**config.mk**
```make
export PLATFORM = sky130hd
export DESIGN_NAME = dh_frame_sequencer
export DESIGN_NICKNAME = d
export VERILOG_FILES = /design/src/rtl/dh_frame_sequencer.sv
export SDC_FILE = /design/constraint.sdc
export NUM_CORES = 1
export LEC_CHECK = 0
export ABC_AREA = 1
export ABC_CLOCK_PERIOD_IN_PS = 4900
export BUFFER_PORTS_ARGS = -buffer_cell sky130_fd_sc_hd__buf_2
export CAP_MARGIN = 20
export CORE_UTILIZATION = 30
export CTS_CLUSTER_DIAMETER = 40
export DETAILED_ROUTE_END_ITERATION = 8
export PLACE_DENSITY = 0.62
export SLEW_MARGIN = 15
export SYNTH_ARGS = -nofsm -noshare
export SYNTH_HDL_FRONTEND = slang
export SYNTH_SLANG_ARGS = --single-unit
```
**constraint.sdc**
```tcl
create_clock -name clk -period 4.9 [get_ports clk]
set_clock_uncertainty 0.05 [all_clocks]
set_input_delay 0.98 -clock clk [delete_from_list [all_inputs] [get_ports clk]]
set_output_delay 0.98 -clock clk [all_outputs]
set_load 0.01 [all_outputs]
```
**src/rtl/dh_frame_sequencer.sv**
```systemverilog
// Front-end sequencer for the DH forward-kinematics core: parameter table, theta FIFO, result re-timer.
// Define DH_SEQ_OUT_HOLD_EN to keep OUT_X/Y/Z at the last result while OUT_VALID is low.
module dh_frame_sequencer #(
    parameter int unsigned NJ    = 4,
    parameter int unsigned ANG_W = 6,
    parameter int unsigned LEN_W = 3,
    parameter int unsigned OUT_W = 9,
    parameter int unsigned DEPTH = 4
) (
    input  logic                  clk,
    input  logic                  rst,
    input  logic                  IN_VALID_1,
    input  logic [ANG_W-1:0]      ALPHA_I,
    input  logic [LEN_W-1:0]      A_I,
    input  logic [LEN_W-1:0]      D_I,
    input  logic                  IN_VALID_2,
    input  logic [NJ*ANG_W-1:0]   THETA_VEC,
    output logic                  core_valid,
    input  logic                  core_ready,
    output logic [NJ*ANG_W-1:0]   core_theta,
    output logic [NJ*ANG_W-1:0]   core_alpha,
    output logic [NJ*LEN_W-1:0]   core_a,
    output logic [NJ*LEN_W-1:0]   core_d,
    input  logic                  res_valid,
    input  logic [OUT_W-1:0]      res_x,
    input  logic [OUT_W-1:0]      res_y,
    input  logic [OUT_W-1:0]      res_z,
    output logic                  OUT_VALID,
    output logic [OUT_W-1:0]      OUT_X,
    output logic [OUT_W-1:0]      OUT_Y,
    output logic [OUT_W-1:0]      OUT_Z,
    output logic                  busy,
    output logic                  err_short,
    output logic                  err_ovf
);

    localparam int unsigned IDX_W  = $clog2(NJ);
    localparam int unsigned PTR_W  = $clog2(DEPTH);
    localparam int unsigned PEND_W = $clog2(2 * DEPTH) + 1;

    localparam logic [IDX_W-1:0]  IDX_LAST = IDX_W'(NJ - 1);
    localparam logic [PEND_W-1:0] PEND_MAX = '1;

    typedef enum logic [1:0] {
        StIdle,
        StLoad,
        StRun,
        StDrain
    } state_e;

    state_e             state_q;
    logic [IDX_W-1:0]   idx_q;
    logic               v2_prev_q;
    logic               pushed_q;
    logic               err_short_q;
    logic               err_ovf_q;

    logic [ANG_W-1:0]   alpha_tab_q [NJ];
    logic [LEN_W-1:0]   a_tab_q     [NJ];
    logic [LEN_W-1:0]   d_tab_q     [NJ];

    logic [NJ*ANG_W-1:0] mem_q [DEPTH];
    logic [PTR_W:0]      wr_ptr_q;
    logic [PTR_W:0]      rd_ptr_q;
    logic [PEND_W-1:0]   pending_q;
    logic [PEND_W-1:0]   pending_d;

    logic               out_valid_q;
    logic [OUT_W-1:0]   out_x_q;
    logic [OUT_W-1:0]   out_y_q;
    logic [OUT_W-1:0]   out_z_q;

    logic fifo_empty;
    logic fifo_full;
    logic push_req;
    logic push;
    logic drop;
    logic pop;
    logic res_ok;

    // Extra pointer bit distinguishes full from empty when the low bits match.
    assign fifo_empty = (wr_ptr_q == rd_ptr_q);
    assign fifo_full  = (wr_ptr_q[PTR_W] != rd_ptr_q[PTR_W]) &&
                        (wr_ptr_q[PTR_W-1:0] == rd_ptr_q[PTR_W-1:0]);

    assign push_req = (state_q == StRun) && IN_VALID_2;
    assign push     = push_req && !fifo_full;
    assign drop     = push_req && fifo_full;
    assign pop      = !fifo_empty && core_ready;
    assign res_ok   = res_valid && (pending_q != '0);

    always_comb begin
        pending_d = pending_q;
        if (push && !res_ok) begin
            if (pending_q != PEND_MAX) begin
                pending_d = pending_q + 1'b1;
            end
        end else if (!push && res_ok) begin
            pending_d = pending_q - 1'b1;
        end
    end

    always_ff @(posedge clk) begin
        if (rst) begin
            state_q     <= StIdle;
            idx_q       <= '0;
            pushed_q    <= 1'b0;
            err_short_q <= 1'b0;
            err_ovf_q   <= 1'b0;
            for (int j = 0; j < int'(NJ); j++) begin
                alpha_tab_q[j] <= '0;
                a_tab_q[j]     <= '0;
                d_tab_q[j]     <= '0;
            end
        end else begin
            err_short_q <= 1'b0;
            err_ovf_q   <= drop;
            unique case (state_q)
                StIdle: begin
                    if (IN_VALID_1) begin
                        // A new load starts from a blank table so a short burst leaves zeros behind.
                        for (int j = 1; j < int'(NJ); j++) begin
                            alpha_tab_q[j] <= '0;
                            a_tab_q[j]     <= '0;
                            d_tab_q[j]     <= '0;
                        end
                        alpha_tab_q[0] <= ALPHA_I;
                        a_tab_q[0]     <= A_I;
                        d_tab_q[0]     <= D_I;
                        idx_q          <= IDX_W'(1);
                        state_q        <= StLoad;
                    end
                end
                StLoad: begin
                    if (IN_VALID_1) begin
                        alpha_tab_q[idx_q] <= ALPHA_I;
                        a_tab_q[idx_q]     <= A_I;
                        d_tab_q[idx_q]     <= D_I;
                        if (idx_q == IDX_LAST) begin
                            idx_q    <= '0;
                            pushed_q <= 1'b0;
                            state_q  <= StRun;
                        end else begin
                            idx_q <= idx_q + 1'b1;
                        end
                    end else begin
                        err_short_q <= 1'b1;
                        idx_q       <= '0;
                        state_q     <= StIdle;
                    end
                end
                StRun: begin
                    if (push) begin
                        pushed_q <= 1'b1;
                    end
                    if (v2_prev_q && !IN_VALID_2 && pushed_q) begin
                        pushed_q <= 1'b0;
                        state_q  <= StDrain;
                    end
                end
                StDrain: begin
                    if (pending_q == '0) begin
                        state_q <= StIdle;
                    end
                end
                default: state_q <= StIdle;
            endcase
        end
    end

    always_ff @(posedge clk) begin
        if (rst) begin
            v2_prev_q <= 1'b0;
            wr_ptr_q  <= '0;
            rd_ptr_q  <= '0;
            pending_q <= '0;
        end else begin
            v2_prev_q <= IN_VALID_2;
            pending_q <= pending_d;
            if (push) begin
                wr_ptr_q <= wr_ptr_q + 1'b1;
            end
            if (pop) begin
                rd_ptr_q <= rd_ptr_q + 1'b1;
            end
        end
    end

    // Storage needs no reset: it is only visible through the pointers.
    always_ff @(posedge clk) begin
        if (push) begin
            mem_q[wr_ptr_q[PTR_W-1:0]] <= THETA_VEC;
        end
    end

    always_ff @(posedge clk) begin
        if (rst) begin
            out_valid_q <= 1'b0;
            out_x_q     <= '0;
            out_y_q     <= '0;
            out_z_q     <= '0;
        end else begin
            out_valid_q <= res_ok;
            if (res_ok) begin
                out_x_q <= res_x;
                out_y_q <= res_y;
                out_z_q <= res_z;
            end else begin
`ifdef DH_SEQ_OUT_HOLD_EN
                out_x_q <= out_x_q;
                out_y_q <= out_y_q;
                out_z_q <= out_z_q;
`else
                out_x_q <= '0;
                out_y_q <= '0;
                out_z_q <= '0;
`endif
            end
        end
    end

    for (genvar j = 0; j < int'(NJ); j++) begin : g_pack
        assign core_alpha[j*ANG_W +: ANG_W] = alpha_tab_q[j];
        assign core_a[j*LEN_W +: LEN_W]     = a_tab_q[j];
        assign core_d[j*LEN_W +: LEN_W]     = d_tab_q[j];
    end

    assign core_valid = !fifo_empty;
    assign core_theta = fifo_empty ? '0 : mem_q[rd_ptr_q[PTR_W-1:0]];
    assign OUT_VALID  = out_valid_q;
    assign OUT_X      = out_x_q;
    assign OUT_Y      = out_y_q;
    assign OUT_Z      = out_z_q;
    assign busy       = (state_q != StIdle);
    assign err_short  = err_short_q;
    assign err_ovf    = err_ovf_q;

endmodule

```
==> results of run 1 <==
[critical path: cells and delay by family, from the launching register on]
kind	cells	cell delay (ns)
buffers and inverters	4	1.18
AOI/OAI and AO/OA	1	0.29
and+or+nand+nor	2	0.17
DFF	1	0.32
[area by class of cell]
cell class | instances | area, sq um | share of cell area
Antenna cell | 2 | 5.00 | 0.000541
Clock buffer | 17 | 425 | 0.0460
Clock inverter | 15 | 166 | 0.0180
Inverter | 102 | 383 | 0.0414
Multi-Input combinational cell | 331 | 1670 | 0.181
Sequential cell | 192 | 5290 | 0.571
Tap cell | 324 | 405 | 0.0438
Timing Repair Buffer | 179 | 913 | 0.0987
[through the flow]
| step | instance area [sq um] | hold WS [ns] | instances | power (mW) |
|---|---|---|---|---|
| after floorplan | 7460 | 0.393 | 652 | 2.24 |
| after global placement | 8660 | 0.413 | 1128 | 2.44 |
| final | 9260 | 0.431 | 1162 | 3.81 |
| after CTS | 9250 | 0.437 | 1160 | 3.85 |
| after global routing | 9250 | 0.481 | 1161 | 3.98 |
| after detailed placement | 8660 | 0.427 | 1128 | 2.45 |
[cells in the mapped netlist]
master and number:
nor2_1 145, buf_2 12, o32ai_1 24, nor2_4 3
nor4_1 1, edfxtp_1 144, nor3_1 1, clkbuf_1 11
a21o_1 1, fa_1 1, buf_1 2, nand4_2 1
nand4_1 15, o31ai_1 1, a211oi_1 1, nand2_2 3
nand2_4 1, dfxtp_1 48, nand3_2 1, nand2_1 54
xor2_1 1, nor2_2 11, a21boi_0 1, o21ai_0 34
ha_1 8, inv_1 97, nand3_1 9, buf_6 2
inv_2 5, a21oi_1 14
[metal layers]
layer,share of wire,vias up,GRT usage
met5,0,-,0
met1,0.46,2415,0.167
met4,0.014,0,0.0441
met3,0.042,15,0.0306
met2,0.48,111,0.224
li1,-,2519,-
[placed cells by master (no fill, tap or decap), types with 2 or more instances in the layout]
cell | Yosys | routed
inv_6 | 0 | 4
nand4_1 | 15 | 15
o32ai_1 | 24 | 24
buf_4 | 0 | 7
clkbuf_16 | 0 | 17
nor2_4 | 3 | 3
dfxtp_1 | 48 | 47
diode_2 | 0 | 2
o21ai_0 | 34 | 34
buf_2 | 12 | 172
nand2_2 | 3 | 3
nor2_2 | 11 | 15
nand3_1 | 9 | 9
nand2_1 | 54 | 54
edfxtp_1 | 144 | 144
inv_1 | 97 | 97
inv_2 | 5 | 5
ha_1 | 8 | 8
a21oi_1 | 14 | 14
nor2_1 | 145 | 141
inv_8 | 0 | 5
clkinvlp_4 | 0 | 2
[power groups by stage]
stage	sequential, mW	clock [mW]	combinational [mW]
4_1_cts	1.87	1.44	0.540
2_1_floorplan	1.94	0	0.298
3_5_place_dp	1.91	0	0.539
6_report	1.87	1.41	0.529
3_3_place_gp	1.91	0	0.532
5_1_grt	1.88	1.50	0.598
[cell families (layout without fill, tap and decap cells)]
kind of cell | count (synthesis) | after routing | share of synthesized area
and+or+nand+nor | 245 | 245 | 0.141
adders and majority gates | 9 | 9 | 0.0161
xor gates and xnor gates | 1 | 1 | 0.00117
other | 0 | 2 | 0
buffers and inverters | 129 | 313 | 0.0689
DFF | 192 | 192 | 0.708
AOI/OAI and AO/OA | 76 | 76 | 0.0644
[state kept, by name (all words and copies together), names as in the netlist, named ones only]
| register | cells |
|---|---|
| mem_q | 96 |
| alpha_tab_q | 24 |
| a_tab_q | 12 |
| d_tab_q | 12 |
| OUT_X | 9 |
| OUT_Y | 9 |
| OUT_Z | 9 |
| pending_q | 4 |
| rd_ptr_q | 3 |
| wr_ptr_q | 3 |
| idx_q | 2 |
| OUT_VALID | 1 |
| err_ovf | 1 |
| err_short | 1 |
| pushed_q | 1 |
| state_q | 1 |
| v2_prev_q | 1 |
[how the worst max path moves through the flow]
stage / start / to / slack [ns] / depth (start not counted)
final: register / core_theta[23] / 1.50 / 7
after global routing: register / core_theta[0] / 1.23 / 7
after CTS: register / core_theta[19] / 1.43 / 7
after detailed placement: rst / a_tab_q[2][1] / 1.89 / 6
after global placement: rst / alpha_tab_q[2][0] / 1.87 / 6
after floorplan: IN_VALID_2 / mem_q[3][0] / 2.03 / 4
==> results.md, run 1 <==
- Worst-margin pin slew: 0.861 ns
- CP dominant cell by count: inv_1
- Detail-routed via count per cell: 4.35
- # rows: 57
- FF-to-FF setup slack: 2.60 ns
- Flop pwr share: 0.492
- CP peak stage delay: 0.58 ns
- First-pass GRT wire length: 26400 um
- CTS clock-pin slew for the worst setup and hold paths: 0.08 ns
- Final net count: between 900 and 1000
- Lkg Pwr: 4.16 nW
- Root buffer selected by CTS: clkbuf_16
- Switching pwr: 1.06 mW
- Crit start category: register
- Internal power: between 2 and 3 mW
- Port Buffer Count: 172
- Final wirelength: 16400 um
- Remaining antenna violation count: 0
- Clock power frac: 0.369
- Mapped Nets: 730
- Final hold violations: 0
- #FFs+latches synth: ~190
- Post-DP HPWL: 10900 um
- Number of fill cells: 2426
- Initial Util: 0.306
- Post-route minimum period: 3.40 ns
- Die Ht: 160 um
- Cell depth of the worst flop-to-flop path: 7
- CTS H-tree depth: 4
- Worst Hold Path Cells: 1
- Die extent in x: roughly 160 um
- Seq/Total Area, Yosys: 0.708
- Grt ovf: 0
- Post-Route Utilization: 0.380
- Hold buffer count at cts: 0
- I/O Pins: 173
- Type of the worst min-delay path: reg -> reg
- Post-CTS Setup Inserts: 0
- FF-to-FF End: alpha_tab_q[3][5]
- Max Fclk: 294 MHz
- Area share of the largest cell type after synthesis: 0.580
- CP Max Fanout: 25
- Slew Viols, Final: 0
- Critical path's slowest cell: inv_1
- Total number of vias: 5060
- Switching share of total power: 0.277
- Area delta synth->final: 24.1%
- Pwr dens: 411 mW/mm^2
- Core area: about 0.024 sq mm
- Cell Area, Synth: 0.00746 sq mm
- Wire per inst: 14.1 um
- Share of cells above drive strength 1: 0.288
- Yosys top cell by area: edfxtp_1
- Ys Warns: 0
- Max VDD drop: approximately 0.00018 V
- Setup slack at placement: 1.89 ns
- Status: finished clean
- Clock sink count: 192
- DR DRC count: 0
- Max-Cap Viols: 0
- Clock Latency Late Sink: between 0.4 and 0.5 ns
- Worst Path Arrival: 2.37 ns
- GP Congestion: between 0.7 and 0.8
- Hold path startpoint: wr_ptr_q[2]
- Initial antenna violation count: 2
- Top cells by area, synth: edfxtp_1, dfxtp_1, nor2_1
- Distinct cells, synth: 30
- Comb power frac: 0.139
- Avg Inst Size Synth: 11.4 sq um
- Post-Synthesis Cells: around 650
- Tcrit/Tclk final: 0.695
- Final setup fails: 0
- All-Layer GR Usage: 0.133
- Vias in the first global route: about 5000
- Post-CTS resize count: 0
- TritonCTS buffer count: 17
- Initial DRC Count: 299
- Worst Setup Path Type: reg -> out
- Die footprint: about 0.026 sq mm
- Worst EP required: approximately 3.9 ns
- Crit-path cells: inv_1 -> buf_4 -> nor2_1 -> o32ai_1 -> nand2_1 -> inv_1 -> buf_2
- Initial DRT Pass Iterations: 5
- Endpoint type of the worst setup path: output port
- Clock Tree Buf Depth: 2
- Sum Neg Setup Slack: 0 ns
- RSZ-0062 raised after global routing: no
- Rel. slew slack: 0.424
- Pin count of the biggest net entering global routing: 49
- Final worst setup slack: 1.50 ns
- Worst hold endpoint: wr_ptr_q[2]
- CTS tree: built
No activity file was read; power rests on OpenSTA's default activity.
==> inputs of run 2 (changes only) <==
- ABC_CLOCK_PERIOD_IN_PS: 4900 -> 3400
- clock period: 4.9 -> 3.4 ns (I/O delays scaled with it)
==> results.md, run 2 (synthesis gave the netlist of run 1 again) <==
- Status: finished clean
- WHS: 0.388 ns
- Remaining antenna violation count: 0
- Switching pwr: around 1.5 mW
- Port Buffer Count: 172
- Worst Setup Path Type: reg -> out
- Switching share of total power: 0.280
- Crit start category: register
- Max-Cap Viols: 0
- GP Congestion: 0.762
- Cell depth of the worst flop-to-flop path: 6
- Pin count of the biggest net entering global routing: 45
- Clock Latency Late Sink: 0.43 ns
- Tcrit/Tclk final: 0.888
- Design Area, Final: between 0.009 and 0.01 sq mm
- Commonest cells after routing, fill and taps aside: buf_2, edfxtp_1, nor2_1
- Vias in the first global route: approximately 4900
- CTS H-tree depth: 4
- Rel. slew slack: 0.424
- Total number of vias: around 5000
- Hold buffer count at cts: 0
- Post-DP HPWL: 11100 um
- Wire per inst: about 14 um
- Initial DRT Pass Iterations: 4
- DR DRC count: 0
- Type of the worst min-delay path: in -> reg
- Post-Route Utilization: 0.381
- Endpoint type of the worst setup path: output port
- Post-CTS resize count: 0
- Pwr dens: 594 mW/mm^2
- Die extent in x: 160 um
- Max VDD drop: 0.000300 V
- Commonest non-fill, non-tap cell in the layout: buf_2
- Max Fclk: 331 MHz
- Setup crit end: core_theta[3]
- Root buffer selected by CTS: clkbuf_16
- Comb power frac: 0.136
- Worst-margin pin slew: 0.862 ns
- CTS clock-pin slew for the worst setup and hold paths: ~0.08 ns
- Final net count: between 900 and 1000
- Final hold violations: 0
- Internal power: 3.98 mW
- I/O Pins: about 170
- # rows: 57
- Worst R2R Start: state_q[0]
- CP Max Fanout: 44
- Initial DRC Count: approximately 350
- FF-to-FF End: a_tab_q[2][0]
- CTS tree: built
- Share of cells above drive strength 1: 0.288
- First-pass GRT wire length: 26200 um
- Number of fill cells: 2383
- TritonCTS buffer count: 17
- Antenna diodes: 0
- Multi-input gate area: 0.00167 sq mm
- Flop pwr share: 0.491
- Worst Path Arrival: 2.29 ns
- Initial Util: 0.306
- Number of flip-flops in the largest register: 96
- Placement-stage cell area: approximately 0.0087 sq mm
- Die Ht: 160 um
- Slew Viols, Final: 0
- Clock sink count: 192
- Area delta synth->final: 24.6%
- Detail-routed via count per cell: 4.36
- Final setup fails: 0
- Die footprint: 0.0255 sq mm
- RSZ-0062 raised after global routing: no
- Post-route minimum period: 3.02 ns
- Worst EP required: 2.67 ns
- Reg area: 0.00529 sq mm
- Lkg Pwr: ~4.2 nW
- Final wirelength: 16400 um
- Sum Neg Setup Slack: 0 ns
- Initial antenna violation count: 0
- Clock Tree Buf Depth: 2
- FF-to-FF setup slack: 1.09 ns
- All-Layer GR Usage: 0.133
- Clock power frac: 0.373
- Post-CTS Setup Inserts: 0
- Core area: approximately 0.024 sq mm
- Grt ovf: 0
-- run 2: changes by cell type in the layout (fill, tap and decap cells not counted) --
| cell | change |
|---|---|
| clkinvlp_4 | -2 |
| clkinv_4 | -1 |
| clkinv_8 | +3 |
| inv_8 | -1 |
| diode_2 | -2 |
| inv_6 | +1 |
| clkinv_1 | +1 |
| clkinv_2 | -1 |
| buf_12 | +1 |
-- run 2: layout make-up --
cell class | instances | area share
well taps | 324 | 0.0436
repair buffers | 180 | 0.100
clock buffers | 17 | 0.0458
flip-flops and latches | 192 | 0.569
multi-input cells | 331 | 0.180
clock inverters | 15 | 0.0202
inverters | 102 | 0.0412
-- run 2: worst min path at each step --
stage / depth (start not counted) / start / slack [ns] / end
floorplan: 1 / wr_ptr_q[2] / 0.39 / wr_ptr_q[2]
global placement: 1 / wr_ptr_q[2] / 0.41 / wr_ptr_q[2]
detailed placement: 1 / wr_ptr_q[2] / 0.42 / wr_ptr_q[2]
CTS: 2 / IN_VALID_1 / 0.36 / err_short
global route: 2 / IN_VALID_1 / 0.37 / err_short
finish: 2 / IN_VALID_1 / 0.39 / err_short
-- run 2: metal layers --
| layer | track usage | part of all wire |
|---|---|---|
| met5 | 0 | 0 |
| met4 | 0.0380 | 0.012 |
| met3 | 0.0343 | 0.041 |
| met2 | 0.218 | 0.49 |
| met1 | 0.173 | 0.46 |
-- run 2: through the flow --
step | total power, mW | std cells | worst slack [ns]
floorplan | 3.22 | 652 | 0.834
global placement | 3.51 | 1129 | 0.684
detailed placement | 3.53 | 1129 | 0.687
CTS | 5.59 | 1161 | 0.334
global route | 5.78 | 1161 | 0.166
finish | 5.52 | 1161 | 0.381
-- run 2: worst max-delay path: stages (launching register included) --
cell and delay, ns:
dfxtp_2 0.45, inv_1 0.19, buf_4 0.44, nor2_1 0.07, o32ai_1 0.40, nand2_1 0.10
inv_1 0.07, buf_2 0.12
-- run 2: power by group through the flow --
stage | Sequential, mW | Clock [mW] | Combinational [mW]
floorplan | 2.79 | 0 | 0.430
global placement | 2.77 | 0 | 0.746
finish | 2.71 | 2.06 | 0.750
CTS | 2.72 | 2.12 | 0.762
detailed placement | 2.77 | 0 | 0.760
global route | 2.73 | 2.20 | 0.848
==> inputs of run 3 (changes only) <==
- BUFFER_PORTS_ARGS: -buffer_cell sky130_fd_sc_hd__buf_2 -> default
- DONT_BUFFER_PORTS: default -> 1
- PLACE_DENSITY: 0.62 -> 0.56
==> results.md, run 3 (synthesis gave the netlist of run 1 again) <==
- Post-CTS Setup Inserts: 0
- Pwr dens: 635 mW/mm^2
- RSZ-0062 raised after global routing: no
- Die footprint: 0.0255 sq mm
- Initial DRC Count: 309
- All-Layer GR Usage: 0.124
- Finished Layout Cells: 988
- Endpoint type of the worst setup path: output port
- Port Buffer Count: 0
- Final net count: around 730
- Final hold violations: 0
- Tcrit/Tclk final: 0.861
- Initial antenna violation count: 0
- Die extent in x: 160 um
- Max VDD drop: 0.000293 V
- Core area: 0.0244 sq mm
- Detail-routed via count per cell: between 4 and 5
- Post-route minimum period: 2.93 ns
- I/O Pins: 173
- CTS H-tree depth: 4
- Status: finished clean
- Die Ht: 160 um
- Vias in the first global route: 4236
- Clock Tree Buf Depth: 2
- Number of flip-flops in the largest register: 96
- Total number of vias: 4419
- WHS: 0.248 ns
- CP top delay family: simple AND/OR/NAND/NOR gates
- Clock Latency Late Sink: 0.43 ns
- # rows: 57
- DR DRC count: 0
- Met3 wire len: 876 um
- WP buf/inv: 2
- Sum Neg Setup Slack: 0 ns
- CP Max Fanout: 27
- Worst EP required: 2.67 ns
- Post-DP HPWL: 10300 um
- Initial DRT Pass Iterations: 4
- Crit-path cells: inv_1 -> nand2_1 -> nand2_1 -> nand4_2 -> nand2_1 -> inv_1
- Max Fclk: roughly 340 MHz
- GP Congestion: 0.730
- Final setup fails: 0
- Met2 WL: between 7000 and 8000 um
- TritonCTS buffer count: 17
- Area delta synth->final: 12.9%
- Worst-margin pin slew: 0.888 ns
- Initial Util: 0.306
- Commonest non-fill, non-tap cell in the layout: edfxtp_1
- Lkg Pwr: 3.37 nW
- CP peak stage delay: between 0.6 and 0.7 ns
- Commonest cells after routing, fill and taps aside: edfxtp_1, nor2_1, inv_1
- Number of fill cells: 2436
- Pin count of the biggest net entering global routing: 49
- FF-to-FF setup slack: 1.04 ns
- Max layer used: met4
- Worst Setup Path Type: reg -> out
- Critical path's slowest cell: nand4_2
- Root buffer selected by CTS: clkbuf_16
- Final wirelength: around 16000 um
- Grt ovf: 0
- Remaining antenna violation count: 0
- Type of the worst min-delay path: in -> reg
- Post-CTS resize count: 0
- Rel. slew slack: 0.407
- First-pass GRT wire length: 24200 um
- Placed Cells: 956
- WL met1: 6960 um
- Post-Route Utilization: 0.345
- Max-Cap Viols: 0
- Wire per inst: around 16 um
- CP dominant cell by count: nand2_1
- Share of cells above drive strength 1: 0.102
- Slew Viols, Final: 0
- Hold buffer count at cts: 0
- Antenna diodes: 0
- CTS clock-pin slew for the worst setup and hold paths: around 0.09 ns
- Crit start category: register
- Clock sink count: between 150 and 200
- Worst Path Arrival: 2.20 ns
- CTS tree: built
[run 3: cell type report]
type | count | area, sq um | area share
Clock buffer | 17 | 425 | 0.0505
Tap cell | 324 | 405 | 0.0481
Sequential cell | 192 | 5290 | 0.628
Multi-Input combinational cell | 331 | 1670 | 0.198
Inverter | 102 | 383 | 0.0455
Timing Repair Buffer | 7 | 65.1 | 0.00773
Clock inverter | 15 | 186 | 0.0221
[run 3: final timing paths]
path,from,end,cells after the start
worst max-delay path,wr_ptr_q[0],core_theta[4],6
worst min-delay path,rst,v2_prev_q,1
worst max register to register,state_q[0],alpha_tab_q[2][2],6
worst min register to register,wr_ptr_q[2],wr_ptr_q[2],1
[run 3: per-stage QoR]
step	area (sq um)	setup WS, ns	total power, mW
detailed placement	7810	0.775	3.36
floorplan	7460	0.834	3.22
finish	8420	0.472	5.35
global route	8420	0.264	5.58
CTS	8420	0.333	5.42
global placement	7810	0.780	3.36
[run 3: power breakdown]
group          total, mW  internal [mW]  switching, mW
sequential          2.77           2.64          0.124
clock               2.05           1.06          0.988
combinational      0.531          0.161          0.370
total               5.35           3.87           1.48
[run 3: per-layer routing]
metal / global-route usage / vias up
li1: - / 2172
met1: 0.150 / 2148
met2: 0.207 / 91
met3: 0.0478 / 8
met4: 0.0328 / 0
met5: 0 / -
